**src/rtl/imm_gen_pipe.sv**
```systemverilog
// imm_gen_pipe: XLEN-generic RISC-V immediate generator with a valid/ready
// handshake, one result register plus one skid register (EMPTY/ONE/FULL),
// tag pass-through and a saturating count of delivered illegal results.
module imm_gen_pipe #(
    parameter int XLEN  = 64,
    parameter int TAG_W = 8,
    parameter int CNT_W = 16
) (
    input  logic             clk,
    input  logic             reset,
    input  logic             in_valid,
    output logic             in_ready,
    input  logic [31:0]      INSTR,
    input  logic [TAG_W-1:0] TAG_IN,
    output logic             out_valid,
    input  logic             out_ready,
    output logic [XLEN-1:0]  IMM,
    output logic [2:0]       IMM_TYPE,
    output logic             ILLEGAL,
    output logic [TAG_W-1:0] TAG_OUT,
    output logic [CNT_W-1:0] ILLEGAL_CNT
);

    localparam logic [2:0] T_I     = 3'd0;
    localparam logic [2:0] T_S     = 3'd1;
    localparam logic [2:0] T_B     = 3'd2;
    localparam logic [2:0] T_U     = 3'd3;
    localparam logic [2:0] T_J     = 3'd4;
    localparam logic [2:0] T_SHAMT = 3'd5;
    localparam logic [2:0] T_CSR   = 3'd6;
    localparam logic [2:0] T_NONE  = 3'd7;

    typedef enum logic [1:0] {
        ST_EMPTY = 2'd0,
        ST_ONE   = 2'd1,
        ST_FULL  = 2'd2
    } state_t;

    state_t            state_r;
    logic              in_ready_r;
    logic              out_valid_r;
    logic [XLEN-1:0]   out_imm_r;
    logic [2:0]        out_type_r;
    logic              out_ill_r;
    logic [TAG_W-1:0]  out_tag_r;
    logic [XLEN-1:0]   skid_imm_r;
    logic [2:0]        skid_type_r;
    logic              skid_ill_r;
    logic [TAG_W-1:0]  skid_tag_r;
    logic [CNT_W-1:0]  cnt_r;

    logic [XLEN-1:0]   dec_imm_s;
    logic [2:0]        dec_type_s;
    logic              dec_ill_s;
    logic [6:0]        opcode_s;
    logic [2:0]        funct3_s;
    logic              in_xfer_s;
    logic              out_xfer_s;

    assign opcode_s   = INSTR[6:0];
    assign funct3_s   = INSTR[14:12];
    assign in_xfer_s  = in_valid && in_ready_r;
    assign out_xfer_s = out_valid_r && out_ready;

    assign in_ready    = in_ready_r;
    assign out_valid   = out_valid_r;
    assign IMM         = out_imm_r;
    assign IMM_TYPE    = out_type_r;
    assign ILLEGAL     = out_ill_r;
    assign TAG_OUT     = out_tag_r;
    assign ILLEGAL_CNT = cnt_r;

    // Decode the immediate and its format from the raw instruction word.
    always_comb begin
        dec_imm_s  = '0;
        dec_type_s = T_NONE;
        dec_ill_s  = 1'b0;
        case (opcode_s)
            7'b0000011, 7'b1100111: begin
                dec_imm_s  = XLEN'($signed(INSTR[31:20]));
                dec_type_s = T_I;
            end
            7'b0010011: begin
                if ((funct3_s == 3'b001) || (funct3_s == 3'b101)) begin
                    dec_type_s = T_SHAMT;
                    // INSTR[30] selects arithmetic shift and is not part of the amount
                    if (XLEN == 64) begin
                        dec_imm_s = XLEN'(INSTR[25:20]);
                    end else begin
                        dec_imm_s = XLEN'(INSTR[24:20]);
                    end
                end else begin
                    dec_imm_s  = XLEN'($signed(INSTR[31:20]));
                    dec_type_s = T_I;
                end
            end
            7'b0011011: begin
                if (XLEN == 64) begin
                    if ((funct3_s == 3'b001) || (funct3_s == 3'b101)) begin
                        dec_imm_s  = XLEN'(INSTR[24:20]);
                        dec_type_s = T_SHAMT;
                    end else begin
                        dec_imm_s  = XLEN'($signed(INSTR[31:20]));
                        dec_type_s = T_I;
                    end
                end else begin
                    dec_ill_s = 1'b1;
                end
            end
            7'b1110011: begin
                if ((funct3_s == 3'b101) || (funct3_s == 3'b110) || (funct3_s == 3'b111)) begin
                    dec_imm_s  = XLEN'(INSTR[19:15]);
                    dec_type_s = T_CSR;
                end else begin
                    dec_imm_s  = XLEN'($signed(INSTR[31:20]));
                    dec_type_s = T_I;
                end
            end
            7'b0100011: begin
                dec_imm_s  = XLEN'($signed({INSTR[31:25], INSTR[11:7]}));
                dec_type_s = T_S;
            end
            7'b1100011: begin
                dec_imm_s  = XLEN'($signed({INSTR[31], INSTR[7], INSTR[30:25], INSTR[11:8], 1'b0}));
                dec_type_s = T_B;
            end
            7'b0110111, 7'b0010111: begin
                dec_imm_s  = XLEN'($signed({INSTR[31:12], 12'd0}));
                dec_type_s = T_U;
            end
            7'b1101111: begin
                dec_imm_s  = XLEN'($signed({INSTR[31], INSTR[19:12], INSTR[20], INSTR[30:21], 1'b0}));
                dec_type_s = T_J;
            end
            7'b0110011: begin
                dec_ill_s = 1'b0;
            end
            7'b0111011: begin
                dec_ill_s = (XLEN == 64) ? 1'b0 : 1'b1;
            end
            default: begin
                dec_ill_s = 1'b1;
            end
        endcase
    end

    // Two-entry buffer FSM, registered handshake outputs and illegal counter.
    always_ff @(posedge clk) begin
        if (reset) begin
            state_r     <= ST_EMPTY;
            in_ready_r  <= 1'b1;
            out_valid_r <= 1'b0;
            out_imm_r   <= '0;
            out_type_r  <= T_NONE;
            out_ill_r   <= 1'b0;
            out_tag_r   <= '0;
            skid_imm_r  <= '0;
            skid_type_r <= T_NONE;
            skid_ill_r  <= 1'b0;
            skid_tag_r  <= '0;
            cnt_r       <= '0;
        end else begin
            if (out_xfer_s && out_ill_r && (cnt_r != {CNT_W{1'b1}})) begin
                cnt_r <= cnt_r + {{(CNT_W-1){1'b0}}, 1'b1};
            end
            case (state_r)
                ST_EMPTY: begin
                    if (in_xfer_s) begin
                        out_imm_r   <= dec_imm_s;
                        out_type_r  <= dec_type_s;
                        out_ill_r   <= dec_ill_s;
                        out_tag_r   <= TAG_IN;
                        state_r     <= ST_ONE;
                        out_valid_r <= 1'b1;
                    end
                end
                ST_ONE: begin
                    if (in_xfer_s && out_xfer_s) begin
                        out_imm_r   <= dec_imm_s;
                        out_type_r  <= dec_type_s;
                        out_ill_r   <= dec_ill_s;
                        out_tag_r   <= TAG_IN;
                    end else if (in_xfer_s) begin
                        skid_imm_r  <= dec_imm_s;
                        skid_type_r <= dec_type_s;
                        skid_ill_r  <= dec_ill_s;
                        skid_tag_r  <= TAG_IN;
                        state_r     <= ST_FULL;
                        in_ready_r  <= 1'b0;
                    end else if (out_xfer_s) begin
                        state_r     <= ST_EMPTY;
                        out_valid_r <= 1'b0;
                    end
                end
                ST_FULL: begin
                    if (out_xfer_s) begin
                        out_imm_r   <= skid_imm_r;
                        out_type_r  <= skid_type_r;
                        out_ill_r   <= skid_ill_r;
                        out_tag_r   <= skid_tag_r;
                        state_r     <= ST_ONE;
                        in_ready_r  <= 1'b1;
                    end
                end
                default: begin
                    state_r     <= ST_EMPTY;
                    in_ready_r  <= 1'b1;
                    out_valid_r <= 1'b0;
                end
            endcase
        end
    end

endmodule

```
**config.mk**
```make
export PLATFORM = sky130hd
export DESIGN_NAME = imm_gen_pipe
export DESIGN_NICKNAME = d
export VERILOG_FILES = /design/src/rtl/imm_gen_pipe.sv
export SDC_FILE = /design/constraint.sdc
export NUM_CORES = 1
export LEC_CHECK = 0
export BUFFER_PORTS_ARGS = -buffer_cell sky130_fd_sc_hd__buf_2
export CELL_PAD_IN_SITES_DETAIL_PLACEMENT = 1
export CELL_PAD_IN_SITES_GLOBAL_PLACEMENT = 1
export CORE_MARGIN = 2
export CORE_UTILIZATION = 41
export DETAILED_ROUTE_END_ITERATION = 8
export PLACE_DENSITY_LB_ADDON = 0.3
export SYNTH_ARGS = -nofsm -noshare
export SYNTH_HDL_FRONTEND = slang
export SYNTH_SLANG_ARGS = --single-unit
export TNS_END_PERCENT = 20
```
**constraint.sdc**
```tcl
create_clock -name clk -period 4 [get_ports clk]
set_input_delay 0.2 -clock clk [delete_from_list [all_inputs] [get_ports clk]]
set_output_delay 0.2 -clock clk [all_outputs]
set_load 0.1 [all_outputs]
```
==> results of run 1 <==
-- per-stage QoR --
stage	utilization, %	power, mW	setup slack (ns)	hold WS [ns]
final	48.1	3.13	1.65	0.0861
after global routing	48.1	3.24	1.39	0.0923
after CTS	48.1	3.16	1.62	0.0751
after detailed placement	45.8	2.26	1.52	0.448
after global placement	45.8	2.24	1.75	0.439
after floorplan	-	2.09	1.20	0.336
-- kinds of logic after synthesis --
kind of cell / count (synthesis) / share of synthesized area (%)
simple gates: 227 / 20.5
compound gates: 208 / 26.9
flops: 108 / 41.4
buf+inv: 88 / 9.21
xor+xnor: 8 / 1.34
mux: 2 / 0.408
fa+ha+maj: 1 / 0.240
-- power by group through the flow --
stage | sequential [mW] | clock (mW) | combinational (mW)
final | 1.22 | 0.888 | 1.02
after CTS | 1.22 | 0.916 | 1.03
after global placement | 1.24 | 0 | 1.01
after detailed placement | 1.24 | 0 | 1.02
after global routing | 1.23 | 0.940 | 1.07
after floorplan | 1.64 | 0 | 0.453
-- worst min-delay path by stage --
stage / from / slack, ns / endpoint
2_1_floorplan: TAG_IN[0] / 0.34 / skid_tag_r[0]
3_3_place_gp: skid_imm_r[7] / 0.44 / skid_imm_r[7]
3_5_place_dp: skid_imm_r[5] / 0.45 / skid_imm_r[5]
6_report: TAG_IN[4] / 0.09 / skid_tag_r[4]
5_1_grt: TAG_IN[4] / 0.09 / skid_tag_r[4]
4_1_cts: TAG_IN[4] / 0.08 / skid_tag_r[4]
-- sequential cells by signal (all words and copies together) (netlist names) --
register     count
in_ready         1
IMM             32
ILLEGAL_CNT     16
skid_tag_r       8
state_r          2
skid_imm_r      32
skid_type_r      3
ILLEGAL          1
skid_ill_r       1
out_valid        1
TAG_OUT          8
IMM_TYPE         3
-- layout by cell type (no fill, tap or decap), types with 2 or more instances in the layout --
cell / synthesis / routed
inv_6: 0 / 2
a22oi_1: 5 / 4
o21ai_0: 50 / 50
nor2b_1: 7 / 7
o21a_1: 3 / 3
a31oi_1: 5 / 5
nand3b_1: 2 / 2
o21bai_1: 3 / 3
clkbuf_16: 0 / 9
inv_8: 0 / 2
nor4_1: 5 / 5
nand2_1: 88 / 88
a221oi_1: 8 / 8
o211ai_1: 15 / 15
nand2b_1: 4 / 4
a211oi_1: 5 / 5
and2_1: 2 / 2
a211o_1: 2 / 2
a21oi_1: 52 / 52
buf_2: 3 / 137
and3b_1: 4 / 4
xnor2_1: 3 / 3
inv_1: 5 / 5
buf_4: 33 / 8
a21boi_0: 2 / 2
and3_1: 6 / 6
nor3_1: 11 / 11
or3_1: 20 / 20
and4_1: 2 / 2
nand4_1: 4 / 4
a311oi_1: 40 / 40
o311ai_0: 2 / 2
xor2_1: 5 / 5
or2_2: 4 / 4
nor2_1: 51 / 50
nand3_1: 13 / 13
dfxtp_1: 108 / 108
o2111ai_1: 2 / 2
-- metal layers --
metal | routed length (um) | GRT usage [%]
met1 | 7340 | 30.2
met2 | 7870 | 39.8
met3 | 766 | 4.22
met4 | 196 | 6.75
met5 | 0 | 0
-- cells in the mapped netlist, types with 6 or more instances --
| cell | instances | area share, % |
|---|---|---|
| o21ai_0 | 50 | 4.8 |
| nor3_1 | 11 | 1.1 |
| or3_1 | 20 | 2.4 |
| a221oi_1 | 8 | 1.3 |
| a21oi_1 | 52 | 5.0 |
| and3_1 | 6 | 0.72 |
| o211ai_1 | 15 | 2.2 |
| nor2_1 | 51 | 3.7 |
| buf_4 | 33 | 4.7 |
| dfxtp_1 | 108 | 41 |
| nor2b_1 | 7 | 0.84 |
| nand2_1 | 88 | 6.3 |
| nand3_1 | 13 | 1.2 |
| clkbuf_1 | 43 | 3.1 |
| a311oi_1 | 40 | 6.7 |
-- worst max-delay path, stage by stage, from the launching register on --
cell and delay (ns):
dfxtp_1 0.39, nand3b_1 0.31, nor2_4 0.65, buf_4 0.45, nor2_1 0.07, a311oi_1 0.33
-- area by class of cell --
| cell class | count | area, um^2 |
|---|---|---|
| Timing Repair Buffer | 145 | 746 |
| Clock buffer | 10 | 239 |
| Fill cell | 1557 | 6490 |
| Tap cell | 172 | 215 |
| Inverter | 5 | 18.8 |
| Clock inverter | 6 | 53.8 |
| Multi-Input combinational cell | 446 | 2590 |
| Sequential cell | 108 | 2160 |
==> impl_summary.txt, run 1 <==
----------------------------------------------------
[Clock tree]
  CTS Sinks ... 108
  CTS Root Cell ... clkbuf_16
  Setup Fix Bufs, Post-CTS ... 0
  Post-CTS resize count ... 0
  Longest Clk Path Bufs ... 2
  Number of CTS-inserted buffers ... 9
  Clock tree from TritonCTS ... built
  H-tree lvl count ... 3
  Clock Latency Late Sink ... 0.36 ns
  Number of hold buffers added after cts ... 0
  Clock edge transition at the registers on the reported setup and hold paths ... 0.08 ns

[Setup path]
  Maximum fanout count along the critical path ... 32
  End point of the critical path ... skid_imm_r[30]
  R2R setup slack ... 1.65 ns
  Arrival time worst endpoint ... 2.58 ns
  Startpoint of the most critical register-to-register path ... state_r[1]
  Worst reg-to-reg path cell count ... 5
  Start point of the critical path ... state_r[1]
  Crit path required time ... approximately 4.2 ns
  Worst Path Class, Setup ... flop to flop
  Startpoint type of the worst setup path ... flop
  Reg2reg end ... skid_imm_r[30]
  Element type at the critical path end ... flop

[STA]
  Final worst clock skew ... between 0.009 and 0.01 ns
  Unrepaired setup endpoints after global routing ... false
  Final critical delay including setup and external delays ... ~2.3 ns
  Fin Setup TNS ... 0 ns
  Max transition margin ... between 10% and 20%
  Count of endpoints failing setup in the final report ... 0
  Pins Over Slew Limit ... 0
  Top achievable clock speed ... around 0.43 GHz
  Least-Margin Pin Slew ... about 1.2 ns
  Final Hold Viols ... 0
  Fin crit share ... approximately three fifths

[Placed design]
  Half-perimeter wire length of the detailed placement result ... approximately 11000 um
  Placed cells ... around 900
  Placed inst area ... ~5700 um^2
  Number of buffer cells added on primary ports ... 137
  RePlAce Congestion ... slightly above 0.9

[Floorplan]
  Site row count ... 41
  Die width ... approximately 120 um
  Number of I/O pins ... 138
  Die area ... ~14000 um^2
  Initial Utilization ... roughly two fifths
  Die height ... between 100 and 150 um
  Core Region ... between 10000 and 15000 um^2

[Synthesis]
  YS warnings ... 0
  Total of flip-flops plus latches after synthesis ... 108
  Netlist area before placement ... between 5000 and 6000 um^2
  Most used flip-flop cell after synthesis ... dfxtp_1
  Async set-reset flop share out of synthesis ... 0%
  Nets in the synthesized netlist ... 687
  Synthesized area per cell ... between 8 and 9 um^2
  Gate count of the mapped netlist ... about 640
  Post-synth EDFFs ... 0
  Number of distinct standard cells referenced by the synthesized netlist ... between 50 and 60
  Part of the Yosys area used for sequential elements ... ~41%

[Finish]
  Final nets ... between 700 and 800
  Number of antenna cells inserted ... 0
  Non-filler instance count after layout ... between 800 and 900
  Area delta synth->final ... 15.4%
  Layout cell share with drive strength beyond 1 ... a little under a quarter
  Post-route standard cell area excluding fillers ... approximately 6000 um^2

[Global routing]
  Initial antenna violation count ... 0
  Pin count of the biggest net entering global routing ... 55
  Global-route total usage across every layer ... a little under a quarter
  GRT overflow ... 0
  Via count of the first global-routing pass ... about 5000
  Global-route wire length before repair ... approximately 25000 um

[Power]
  Largest vdd supply drop ... between 0.0002 and 0.00025 V
  Logic pwr share ... 32.7%
  Reported leakage power ... between 2 and 2.5 nW
  Power density relative to cell area ... ~520 nW/um^2
  Net switching power ... around 1.3 mW
  Switching share of total power ... between 40% and 50%
  Share of total power in sequential cells ... between 30% and 40%
  Internal power ... roughly 1.8 mW
  Part of the power in the clock network ... around 28%

[Drt]
  Initial DRC Count ... between 200 and 250
  DR vias/cell ... ~5.8
  Post-route DRC ... 0
  Average wire per standard cell ... ~18 um
  Final Routed Wirelength ... around 16000 um
  Detailed Routing Iterations Pass 1 ... 4
  Count of vias placed by the detailed router ... 5137
  Remaining number of nets flagged by the antenna check after routing ... 0

[Hold path]
  Cell depth of the worst hold path ... 3
  Class of the worst hold path ... primary input to flop

[Run]
  Number of violations of the max-capacitance limit ... 0

[Run status]
  Status ... finished clean

----------------------------------------------------
(Power assumes the default switching activity.)
==> run 2, diff against run 1 <==
--- a/config.mk
+++ b/config.mk
@@ -9,7 +9,7 @@
 export CELL_PAD_IN_SITES_DETAIL_PLACEMENT = 1
 export CELL_PAD_IN_SITES_GLOBAL_PLACEMENT = 1
 export CORE_MARGIN = 2
-export CORE_UTILIZATION = 41
+export CORE_UTILIZATION = 38
 export DETAILED_ROUTE_END_ITERATION = 8
 export PLACE_DENSITY_LB_ADDON = 0.3
 export SYNTH_ARGS = -nofsm -noshare
==> constraint.sdc (replaced) <==
create_clock -name clk -period 2.25 [get_ports clk]
set_input_delay 0.1125 -clock clk [delete_from_list [all_inputs] [get_ports clk]]
set_output_delay 0.1125 -clock clk [all_outputs]
set_load 0.1 [all_outputs]
==> impl_summary.txt, run 2 (synthesized netlist as in run 1, its figures left out) <==
----------------------------------------------------
[Clock tree]
  Clock edge transition at the registers on the reported setup and hold paths ... ~0.08 ns
  H-tree lvl count ... 3
  CTS Root Cell ... clkbuf_16
  Number of CTS-inserted buffers ... 9
  Clock tree from TritonCTS ... built
  Clock Latency Late Sink ... ~0.35 ns
  Longest Clk Path Bufs ... 2
  Post-CTS resize count ... 0
  CTS Sinks ... between 100 and 150
  Setup Fix Bufs, Post-CTS ... 0

[STA]
  Top achievable clock speed ... about 0.48 GHz
  Unrepaired setup endpoints after global routing ... false
  Final worst clock skew ... between 0.008 and 0.009 ns
  Final critical-path setup slack ... approximately 0.16 ns
  Count of endpoints failing setup in the final report ... 0
  Least-Margin Pin Slew ... 0.760 ns
  Final Hold Viols ... 0
  Max transition margin ... ~49%
  Fin crit share ... between 90% and 100%
  Final worst hold slack ... 0.0112 ns
  Final critical delay including setup and external delays ... between 2 and 2.5 ns
  Pins Over Slew Limit ... 0
  Fin Setup TNS ... 0 ns

[Finish]
  Number of antenna cells inserted ... 0
  Layout cell share with drive strength beyond 1 ... ~27%
  Commonest non-fill, non-tap cell in the layout ... buf_2
  Area used by multi-input combinational logic ... roughly 2600 um^2
  Number of fill cells ... between 1500 and 2000
  Area of all sequential standard cells ... 2180 um^2
  Area delta synth->final ... 17.9%
  Final nets ... just under 800
  Most frequent cells in the layout ... buf_2 (137), dfxtp_1 (90), nand2_1 (88)
  Util after Layout ... about 46%

[Setup path]
  Arrival time worst endpoint ... 2.34 ns
  Startpoint type of the worst setup path ... flop
  Element type at the critical path end ... flop
  Buffers and inverters on the worst path ... 0
  R2R setup slack ... between 0.15 and 0.2 ns
  Series of cell instances along the critical path ... nand4_1 -> or4_1 -> or2_2 -> nand3_1 -> mux2_2
  Maximum fanout count along the critical path ... 7
  Cell type of the slowest stage on the worst timing path ... or4_1
  Cell family with the largest share of critical-path delay ... simple AND/OR/NAND/NOR gates
  Crit path required time ... approximately 2.5 ns
  Worst Path Class, Setup ... flop to flop
  Critical Path Max Stage Delay ... between 0.6 and 0.7 ns

[Drt]
  Detailed Routing Iterations Pass 1 ... 4
  Count of vias placed by the detailed router ... between 5000 and 6000
  Post-route DRC ... 0
  DR vias/cell ... between 5 and 6
  Final Routed Wirelength ... between 15000 and 20000 um
  Initial DRC Count ... 286
  Average wire per standard cell ... around 18 um
  Remaining number of nets flagged by the antenna check after routing ... 0

[Run status]
  Status ... finished clean

[Floorplan]
  Initial Utilization ... approximately 39%
  Core Region ... roughly 13000 um^2
  Site row count ... 42
  Number of I/O pins ... 138
  Die area ... between 10000 and 15000 um^2
  Die width ... roughly 120 um
  Die height ... 121 um

[Global routing]
  Global-route total usage across every layer ... a little under a quarter
  Via count of the first global-routing pass ... approximately 5000
  GRT overflow ... 0
  Global-route wire length before repair ... 26500 um
  Pin count of the biggest net entering global routing ... 96
  Initial antenna violation count ... 0

[Power]
  Power density relative to cell area ... approximately 900 nW/um^2
  Sum of internal, switching and leakage power ... around 5.5 mW
  Largest vdd supply drop ... approximately 0.00040 V
  Reported leakage power ... 2.41 nW

[Placed design]
  Setup Slack @ Placement ... roughly 0.18 ns
  Half-perimeter wire length of the detailed placement result ... between 10000 and 15000 um
  RePlAce Congestion ... around 0.88
  Number of buffer cells added on primary ports ... about 140

[Run]
  Number of violations of the max-capacitance limit ... 0

[Hold path]
  Class of the worst hold path ... primary input to flop

----------------------------------------------------
## run 2: final cells by class
| type | count | share of cell area, % |
|---|---|---|
| multi-input cells | 446 | 42.0 |
| flip-flops and latches | 108 | 35.5 |
| repair buffers | 155 | 14.2 |
| clock buffers | 10 | 3.72 |
| well taps | 176 | 3.58 |
| clock inverters | 5 | 0.610 |
| inverters | 5 | 0.305 |
## run 2: timing repair
action | 4_1_cts | 5_1_grt
setup endpoints to repair | 0 | 0
endpoints found under the hold margin | 2 | 0
hold buffers | 2 | 0
## run 2: where the power goes
group	switching (mW)	internal [mW]
sequential	0.0992	2.06
combinational	1.52	0.337
clock	0.751	0.753
total	2.37	3.16
## run 2: through the flow
step | std cells | area [um^2]
floorplan | 642 | 5240
global placement | 888 | 5870
CTS | 905 | 6150
global route | 905 | 6150
finish | 905 | 6150
detailed placement | 888 | 5870
## run 2: path summary, 6_finish.rpt
check	startpoint	to	cells after the start
min reg2reg	skid_imm_r[5]	skid_imm_r[5]	2
min	TAG_IN[1]	skid_tag_r[1]	3
max	ILLEGAL_CNT[6]	ILLEGAL_CNT[9]	5
max reg2reg	ILLEGAL_CNT[6]	ILLEGAL_CNT[9]	5
## run 2: worst register-to-register path: stages (launching register included)
cell and delay, ns:
dfxtp_2 0.39, nand4_1 0.14, or4_1 0.65, or2_2 0.37
nand3_1 0.10, mux2_2 0.33
## run 2: routing by layer
layer,part of all wire [%],global-route usage [%],routed length [um],vias to the layer above
li1,-,-,-,2469
met1,45,29.6,7390,2530
met2,49,38.5,7990,140
met3,4.8,4.09,783,18
met4,1.5,6.82,246,0
met5,0,0,0,-
